==> config.mk <==
export PLATFORM = sky130hd
export DESIGN_NAME = rf_wport_arbiter
export DESIGN_NICKNAME = d
export VERILOG_FILES = /design/src/rtl/rf_wport_arbiter.sv
export SDC_FILE = /design/constraint.sdc
export NUM_CORES = 1
export LEC_CHECK = 0
export ABC_AREA = 1
export BUFFER_PORTS_ARGS = -buffer_cell sky130_fd_sc_hd__buf_2
export CORE_MARGIN = 3
export CORE_UTILIZATION = 40
export DETAILED_ROUTE_END_ITERATION = 10
export HOLD_SLACK_MARGIN = 0.1
export PLACE_DENSITY_LB_ADDON = 0.25
export SETUP_SLACK_MARGIN = 0.1
export SLEW_MARGIN = 0
export SYNTH_ARGS = -nofsm -noshare
export SYNTH_HDL_FRONTEND = slang
export SYNTH_SLANG_ARGS = --single-unit
==> constraint.sdc <==
create_clock -name clk -period 5.8 [get_ports clk]
set_input_delay 1.74 -clock clk [delete_from_list [all_inputs] [get_ports clk]]
set_output_delay 1.74 -clock clk [all_outputs]
set_load 0.02 [all_outputs]
==> src/rtl/rf_wport_arbiter.sv <==
// Purpose: shares the register-file write port between writeback (W) and a queued long-latency unit (LU).
// Latency: a grant in cycle t drives rf_we/rf_waddr/rf_wdata at t+1; an LU push is poppable at t+1 at the earliest.
// Backpressure: lu_ready drops while the LU FIFO is full; wb_ready drops only when a starved LU result is forced ahead of W.
module rf_wport_arbiter #(
    parameter int DEPTH      = 4,
    parameter int STARVE_MAX = 7
) (
    input  logic        clk,
    input  logic        rstn,
    input  logic        ex_en,
    input  logic        wb_valid,
    input  logic        wb_we,
    input  logic [4:0]  wb_dest,
    input  logic [31:0] wb_data,
    output logic        wb_ready,
    input  logic        lu_valid,
    input  logic [4:0]  lu_dest,
    input  logic [31:0] lu_data,
    output logic        lu_ready,
    output logic        rf_we,
    output logic [4:0]  rf_waddr,
    output logic [31:0] rf_wdata,
    output logic [31:0] pending_mask
);

    localparam int PTR_W  = (DEPTH > 1) ? $clog2(DEPTH) : 1;
    localparam int CNT_W  = $clog2(DEPTH + 1);
    localparam int WAIT_W = (STARVE_MAX > 0) ? $clog2(STARVE_MAX + 1) : 1;

    localparam logic [CNT_W-1:0]  CNT_FULL = CNT_W'(DEPTH);
    localparam logic [WAIT_W-1:0] WAIT_SAT = WAIT_W'(STARVE_MAX);
    localparam logic [PTR_W-1:0]  PTR_ONE  = PTR_W'(1);
    localparam logic [CNT_W-1:0]  CNT_ONE  = CNT_W'(1);

    // FIFO storage and bookkeeping
    logic [4:0]        dest_q [DEPTH];
    logic [4:0]        dest_d [DEPTH];
    logic [31:0]       data_q [DEPTH];
    logic [31:0]       data_d [DEPTH];
    logic [PTR_W-1:0]  wr_ptr_q, wr_ptr_d;
    logic [PTR_W-1:0]  rd_ptr_q, rd_ptr_d;
    logic [CNT_W-1:0]  cnt_q, cnt_d;
    logic [WAIT_W-1:0] wait_cnt_q, wait_cnt_d;

    // Registered write-port outputs and hazard mask
    logic              rf_we_q, rf_we_d;
    logic [4:0]        rf_waddr_q, rf_waddr_d;
    logic [31:0]       rf_wdata_q, rf_wdata_d;
    logic [31:0]       pending_mask_q, pending_mask_d;

    // Per-cycle decisions
    logic              empty;
    logic              full;
    logic              force_lu;
    logic              pop;
    logic              push;
    logic              w_grant;
    logic              wb_ready_c;
    logic [4:0]        head_dest;
    logic [31:0]       head_data;
    logic [PTR_W-1:0]  slot_offs;

    assign empty     = (cnt_q == '0);
    assign full      = (cnt_q == CNT_FULL);
    assign force_lu  = (wait_cnt_q == WAIT_SAT) && !empty;
    assign head_dest = dest_q[rd_ptr_q];
    assign head_data = data_q[rd_ptr_q];

    assign lu_ready  = rstn & ~full;
    assign push      = lu_valid & lu_ready & ~ex_en;
    assign wb_ready  = rstn & wb_ready_c;

    // Port grant: starved LU first, then a W GPR write, then any queued LU result
    always_comb begin
        pop        = 1'b0;
        w_grant    = 1'b0;
        wb_ready_c = 1'b1;
        if (force_lu) begin
            pop        = 1'b1;
            wb_ready_c = 1'b0;
        end else if (wb_valid && wb_we) begin
            w_grant = 1'b1;
        end else if (!empty) begin
            pop = 1'b1;
        end
        // A flush cancels whatever would have been granted this cycle
        if (ex_en) begin
            pop     = 1'b0;
            w_grant = 1'b0;
        end
    end

    // Next-state for FIFO, starvation counter and registered write port
    always_comb begin
        dest_d     = dest_q;
        data_d     = data_q;
        wr_ptr_d   = wr_ptr_q;
        rd_ptr_d   = rd_ptr_q;
        cnt_d      = cnt_q;
        wait_cnt_d = wait_cnt_q;
        rf_we_d    = 1'b0;
        rf_waddr_d = rf_waddr_q;
        rf_wdata_d = rf_wdata_q;

        if (ex_en) begin
            wr_ptr_d   = '0;
            rd_ptr_d   = '0;
            cnt_d      = '0;
            wait_cnt_d = '0;
        end else begin
            if (push) begin
                dest_d[wr_ptr_q] = lu_dest;
                data_d[wr_ptr_q] = lu_data;
                wr_ptr_d         = wr_ptr_q + PTR_ONE;
            end
            if (pop) begin
                rd_ptr_d = rd_ptr_q + PTR_ONE;
            end
            case ({push, pop})
                2'b10:   cnt_d = cnt_q + CNT_ONE;
                2'b01:   cnt_d = cnt_q - CNT_ONE;
                default: cnt_d = cnt_q;
            endcase

            // Counts how long a queued LU result has been passed over
            if (pop || empty) begin
                wait_cnt_d = '0;
            end else if (wait_cnt_q != WAIT_SAT) begin
                wait_cnt_d = wait_cnt_q + 1'b1;
            end

            // r0 writes still use up the slot but never reach the regfile
            if (pop) begin
                rf_we_d = (head_dest != 5'd0);
                if (head_dest != 5'd0) begin
                    rf_waddr_d = head_dest;
                    rf_wdata_d = head_data;
                end
            end else if (w_grant) begin
                rf_we_d = (wb_dest != 5'd0);
                if (wb_dest != 5'd0) begin
                    rf_waddr_d = wb_dest;
                    rf_wdata_d = wb_data;
                end
            end
        end
    end

    // Pending mask reflects the FIFO contents as they will be after this cycle
    always_comb begin
        pending_mask_d = '0;
        slot_offs      = '0;
        for (int i = 0; i < DEPTH; i++) begin
            slot_offs = PTR_W'(i) - rd_ptr_d;
            if (CNT_W'(slot_offs) < cnt_d) begin
                pending_mask_d[dest_d[i]] = 1'b1;
            end
        end
        pending_mask_d[0] = 1'b0;
    end

    // Control and output state, synchronous active-low reset
    always_ff @(posedge clk) begin
        if (!rstn) begin
            wr_ptr_q       <= '0;
            rd_ptr_q       <= '0;
            cnt_q          <= '0;
            wait_cnt_q     <= '0;
            rf_we_q        <= 1'b0;
            rf_waddr_q     <= '0;
            rf_wdata_q     <= '0;
            pending_mask_q <= '0;
        end else begin
            wr_ptr_q       <= wr_ptr_d;
            rd_ptr_q       <= rd_ptr_d;
            cnt_q          <= cnt_d;
            wait_cnt_q     <= wait_cnt_d;
            rf_we_q        <= rf_we_d;
            rf_waddr_q     <= rf_waddr_d;
            rf_wdata_q     <= rf_wdata_d;
            pending_mask_q <= pending_mask_d;
        end
    end

    // FIFO payload storage; validity is tracked by the occupancy count alone
    always_ff @(posedge clk) begin
        dest_q <= dest_d;
        data_q <= data_d;
    end

    assign rf_we        = rf_we_q;
    assign rf_waddr     = rf_waddr_q;
    assign rf_wdata     = rf_wdata_q;
    assign pending_mask = pending_mask_q;

endmodule
Word-level counts from Yosys, hierarchy flattened
Index checks and enable logic that the tools add are counted.
{"block": "totals", "reg_bits": 228, "input_bits": 80, "out_inout_bits": 72, "word_cells": 125}
{"block": "op_classes", "addsub": 9, "n_lt_le_gt_ge": 15, "n_eq_ne": 6, "muxes": 48, "n_bitwise": 12, "reduce_logical": 18}
{"cell": "two-way mux 32 bit", "n": 11}
{"cell": "bitwise mux 128 bit", "n": 1}
{"cell": "OR 32 bit", "n": 3}
{"cell": "binary-select mux 32 bit (select 2 bit)", "n": 1}
{"cell": "demux 32 bit (select 2 bit)", "n": 1}
{"cell": "two-way mux 20 bit", "n": 2}
{"cell": "two-way mux 5 bit", "n": 7}
{"cell": "< comparator 5 x 6 -> 1 bit (second input constant)", "n": 4}
{"cell": "bitwise mux 20 bit", "n": 1}
{"cell": "demux 1 bit (select 5 bit)", "n": 4}
{"cell": "greater-or-equal comparator 5 x 1 -> 1 bit (second input constant)", "n": 4}
{"cell": "two-way mux 1 bit", "n": 14}
{"cell": "< comparator 2 x 3 -> 1 bit", "n": 4}
{"cell": "binary-select mux 5 bit (select 2 bit)", "n": 1}
{"cell": "demux 5 bit (select 2 bit)", "n": 1}
{"cell": "nonzero test 5 bit", "n": 2}
{"cell": "logical AND 1 bit", "n": 7}
{"cell": "adder 3 x 1 -> 3 bit (second input constant)", "n": 2}
{"cell": "equality test 3 bit (second input constant)", "n": 2}
{"cell": "greater-or-equal comparator 3 bit (second input constant)", "n": 2}
{"cell": "inverter 2 -> 3 bit", "n": 2}
{"cell": "one-hot mux 3 bit (2 select lines)", "n": 1}
{"cell": "adder 2 x 1 -> 2 bit (second input constant)", "n": 2}
{"cell": "bitwise AND 1 bit", "n": 4}
{"cell": "other kinds (19)", "n": 25}

Depth between registers and ports, before layout
{"block": "logic_depth", "ltp_word": 19, "depth_mapped": 24}

Worst setup path after synthesis
No wires, ideal clock.
{"block": "synth_timing", "kind": "in2reg", "startpoint": "in wb_we", "endpoint": "reg pending_mask_q[10] (netlist: pending_mask[10])", "arrival_ns": 4.470, "t_required_ns": 5.672, "path_slack_ns": 1.202, "stages": 20, "path_cell_list": "nand3_1 > nand3_2 > inv_2 > clkbuf_1 > ha_1 > fa_1 > nor2_1 > nor2_1 > o21ai_0 > ha_1 > inv_1 > nand2_1 > nand2_1 > nand2_1 > buf_4 > buf_4 > nand2_1 > nand3_1 > nor2_1 > nor2_1"}
{"block": "synth_via", "elab_chain_len": 15, "elab_cells_between_ends": 25, "cone_classes": "add/sub (4); order compare (4); eq/ne (2); mux (11); bitwise (3); reduce/logical (1)"}
{"element": "from (decl)", "line_no": "12", "source": "input logic wb_we,"}
{"element": "logical AND 1 bit (*)", "line_no": "81", "source": "end else if (wb_valid && wb_we) begin"}
{"element": "two-way mux 1 bit (*)", "line_no": "81"}
{"element": "two-way mux 1 bit (*)", "line_no": "78", "source": "if (force_lu) begin"}
{"element": "two-way mux 1 bit (*)", "line_no": "87", "source": "if (ex_en) begin"}
{"element": "two-way mux 2 bit, or another cell as far along", "line_no": "116", "source": "if (pop) begin"}
{"element": "two-way mux 2 bit / one-hot mux 3 bit (2 select lines) (equally long branches)", "line_no": "105, 119"}
{"element": "subtractor 1 x 2 -> 2 bit / two-way mux 3 bit (equally long branches)", "line_no": "154, 105"}
{"element": "< comparator 2 x 3 -> 1 bit", "line_no": "155", "source": "if (CNT_W'(slot_offs) < cnt_d) begin"}
{"element": "two-way mux 32 bit", "line_no": "155"}
{"element": "OR 32 bit (no line)"}
{"element": "two-way mux 32 bit", "line_no": "155"}
{"element": "OR 32 bit (no line)"}
{"element": "two-way mux 32 bit", "line_no": "155"}
{"element": "OR 32 bit (no line)"}
{"element": "two-way mux 32 bit (*)", "line_no": "155"}
{"element": "to (signal assigned)", "line_no": "181", "source": "pending_mask_q <= pending_mask_d;"}
{"element": "to (decl)", "line_no": "49", "source": "logic [31:0] pending_mask_q, pending_mask_d;"}
Mark *: on every way between the ends. The rest lies on a longest branch, timed or not.
A chain may end at the register's enable or synchronous reset.

Final worst setup path
{"block": "layout_timing", "startpoint": "in ex_en", "endpoint": "reg pending_mask_q[11] (netlist: pending_mask[11])"}
{"block": "layout_via", "elab_chain_len": 15, "elab_cells_between_ends": 46, "cone_classes": "add/sub (4); order compare (12); eq/ne (2); mux (19); bitwise (5); reduce/logical (4)"}
{"element": "from (decl)", "line_no": "10", "source": "input logic ex_en,"}
{"element": "inverter 1 bit (no line)"}
{"element": "bitwise AND 1 bit", "line_no": "70", "source": "assign push = lu_valid & lu_ready & ~ex_en;"}
{"element": "two-way mux 20 bit", "line_no": "111", "source": "if (push) begin"}
{"element": "two-way mux 20 bit", "line_no": "105", "source": "if (ex_en) begin"}
{"element": "< comparator 5 x 6 -> 1 bit (not written as such) / greater-or-equal comparator 5 x 1 -> 1 bit (equally long branches)", "line_no": "156", "source": "pending_mask_d[dest_d[i]] = 1'b1;"}
{"element": "logical AND 1 bit (not written as such)", "line_no": "156"}
{"element": "two-way mux 1 bit (not written as such)", "line_no": "156"}
{"element": "demux 1 bit (select 5 bit)", "line_no": "156"}
{"element": "two-way mux 32 bit", "line_no": "155"}
{"element": "OR 32 bit (no line)"}
{"element": "two-way mux 32 bit", "line_no": "155"}
{"element": "OR 32 bit (no line)"}
{"element": "two-way mux 32 bit", "line_no": "155"}
{"element": "OR 32 bit (no line)"}
{"element": "two-way mux 32 bit (*)", "line_no": "155"}
Marked as above.

==> flow_summary.ini <==
[setup_path]
crit_path_required_time_ns = 6.21
worst_setup_path_start_kind = input pin
criticalPathCategory = in2reg
critPathArrivalTime_ns = 5.29
critPathCaptureType = flop
cp_max_fo = 23

[timing]
timing.max_slew.rel_slack = 0.251
hold_viol = 0
report.final.setup_viol = 0
rsz0062_at_grt = false
tightestPinTransition_ns = 1.12
timing.setup.tns_ns = 0
fmax_mhz = 205
final.period_utilization = 0.841
timing.final.ws_setup_ns = 0.923
clock-skew-final_ns = 0.0103
min_period_ns = 4.88
final_max_slew_viol_count = 0

[power_and_ir_drop]
pwr_density_cell_nw_per_um2 = 316
power.leakage_nw = 5.54
total_power_mw = 4.02
power.ir.vdd_worst_uv = 224

[cells_and_area]
layout.nets = 1582
final_layout_size_suffix_gt1_frac = 0.188
syn_to_final_growth_pct = 17.6
fin_cells = 1848
fillerInstances = 2545

[global_routing]
grt_max_degree = 68
grtUsageTotal = 0.209
global_route.overflow_total = 0
vias_in_the_first_global_route = 8860
first_pass_grt_wire_length_um = 48300
antenna_found_initial = 4

[detailed_routing]
wirelength_per_cell_um = 16.6
drc = 0
first_pass_iters = 5
route.antenna.remaining_nets = 0
drt-initial-drc-count = 731
routed_wirelength_um = 30700
viasPerCell = 5.07
dr_total_vias = 9371

[die]
initial_utilization = 0.411
die-height_um = 170
die_w_um = 170
floorplan.core_area_um2 = 26300
die-area_um2 = 29000
io_pins = 152
placement_rows = 59

[synthesis]
yosys.cell_count.top_type = nand2_1
avgSynthCellArea_um2 = 7.96
net_count_synth = 1450
synth.largest_area_cell = edfxtp_1
postSynthRegisterBits = 227
synth_edf_count = 128
synthFlopType = edfxtp_1
share_of_flip_flops_with_an_asynchronous_set_or_reset_after_synthesis = 0
yosys_warnings = 0
synth.top_cells.by_count = nand2_1 (360), nor2_1 (300), edfxtp_1 (128), o21ai_0 (118), dfxtp_1 (99)
synthCells = 1358
synth-seq-area-share = 0.539
ys_top_cells_by_area = edfxtp_1 (36%), dfxtp_1 (18%), nand2_1 (13%)
syn-cell-area_um2 = 10800
synth_top_area_frac = 0.356
yosysUniqueCellTypes = 33

[clocking]
cts_made_buffers = 26
post_cts_setup_buffer_count = 0
clock-sinks = 227
post_cts_resize_count = 0
clock-root-buffer = clkbuf_16
htreeDepth = 1
clk_pin_slew_ns = 0.06
cts.path.max_buffers = 3
cts_hold_repair.buffers = 0
tritoncts_clock_tree = done
insertion_delay_ns = 0.54

[placed_design]
dp.cells = 1797
detailed_placement_wirelength_estimate_um = 20200
routabilityCongestion = 0.966
dpl_worst_slack_ns = 0.414
port_buffers = 150

[worst_hold_path]
hp-class = reg2reg

[job]
timing.max_cap.violations = 0

[outcome]
outcome = finished, final reports clean
[registers in the layout, indices dropped and copies added (netlist names)]
register      cells
rd_ptr_q          2
rf_wdata         32
wait_cnt_q        3
pending_mask     31
wr_ptr_q          2
data_q          128
cnt_q             3
rf_waddr          5
rf_we             1
dest_q           20
[power by group]
part | leakage, nW | switching [mW] | total, mW | internal (mW)
clock | 0.425 | 0.645 | 1.66 | 1.01
sequential | 1.96 | 0.0299 | 1.79 | 1.76
combinational | 3.15 | 0.419 | 0.566 | 0.147
[placed cells by master, fill, tap and decap left out, types with 4 or more instances in the layout]
cell	count
a21oi_1	19
clkbuf_8	4
clkinv_1	7
buf_2	150
ha_1	11
o21ai_0	118
nand3_2	4
nor2_2	13
o22ai_1	32
inv_1	61
nand2_1	360
dfxtp_1	98
o21ai_1	15
nand3_1	59
nand4_1	5
inv_2	30
nand2_2	23
clkbuf_16	26
nor2_1	296
edfxtp_1	128
buf_4	14
diode_2	4
nor2_4	7
clkbuf_1	8
[layout make-up]
class,count,area [µm²],share of cell area
clock buffers,38,736,0.0579
well taps,335,419,0.0330
inverters,95,357,0.0280
multi-input cells,976,4370,0.344
diodes,4,10.0,0.000787
clock inverters,9,141,0.0111
flip-flops and latches,227,5830,0.458
repair buffers,164,856,0.0673
[kinds of logic after synthesis]
kind of cell | after synthesis | synth area share
simple gates | 773 | 0.293
flops | 227 | 0.539
compound gates | 188 | 0.0919
buf+inv | 155 | 0.0595
fa+ha+maj | 12 | 0.0146
xor+xnor | 2 | 0.00162
other cells | 1 | 0.000347
[worst paths after layout]
path / startpoint / to / slack [ns] / cells past startpoint
worst max register to register: wait_cnt_q[0] / pending_mask[11] / 1.69 / 21
worst min-delay path: wait_cnt_q[0] / wait_cnt_q[0] / 0.42 / 1
worst min register to register: wait_cnt_q[0] / wait_cnt_q[0] / 0.42 / 1
worst max-delay path: ex_en / pending_mask[11] / 0.92 / 20
[routing by layer]
layer / vias to the layer above / global-route usage / wire length (µm)
met5: - / 0 / 7
met4: 2 / 0.0494 / 656
met3: 49 / 0.0365 / 2220
met2: 309 / 0.340 / 13900
met1: 4340 / 0.292 / 13900
li1: 4671 / - / -
[metrics by stage]
step	util	instance area, µm²	hold slack [ns]
floorplan	-	10800	0.399
global placement	0.450	11800	0.411
detailed placement	0.450	11800	0.416
CTS	0.483	12700	0.424
global route	0.484	12700	0.442
finish	0.484	12700	0.420
[critical path, cell delays in order]
cell,delay (ns)
buf_2,0.12
inv_2,0.13
nand2_4,0.11
nor2_8,0.23
nand2_4,0.07
ha_1,0.25
fa_1,0.49
nor2_1,0.04
nor2_1,0.07
o21ai_0,0.24
ha_1,0.40
inv_1,0.08
nand2_1,0.05
nand2_1,0.05
nand2_1,0.52
buf_4,0.40
nand2_1,0.06
o21ai_1,0.06
nor2_1,0.12
nor2_1,0.05
Power figures use the tool's default switching activity.
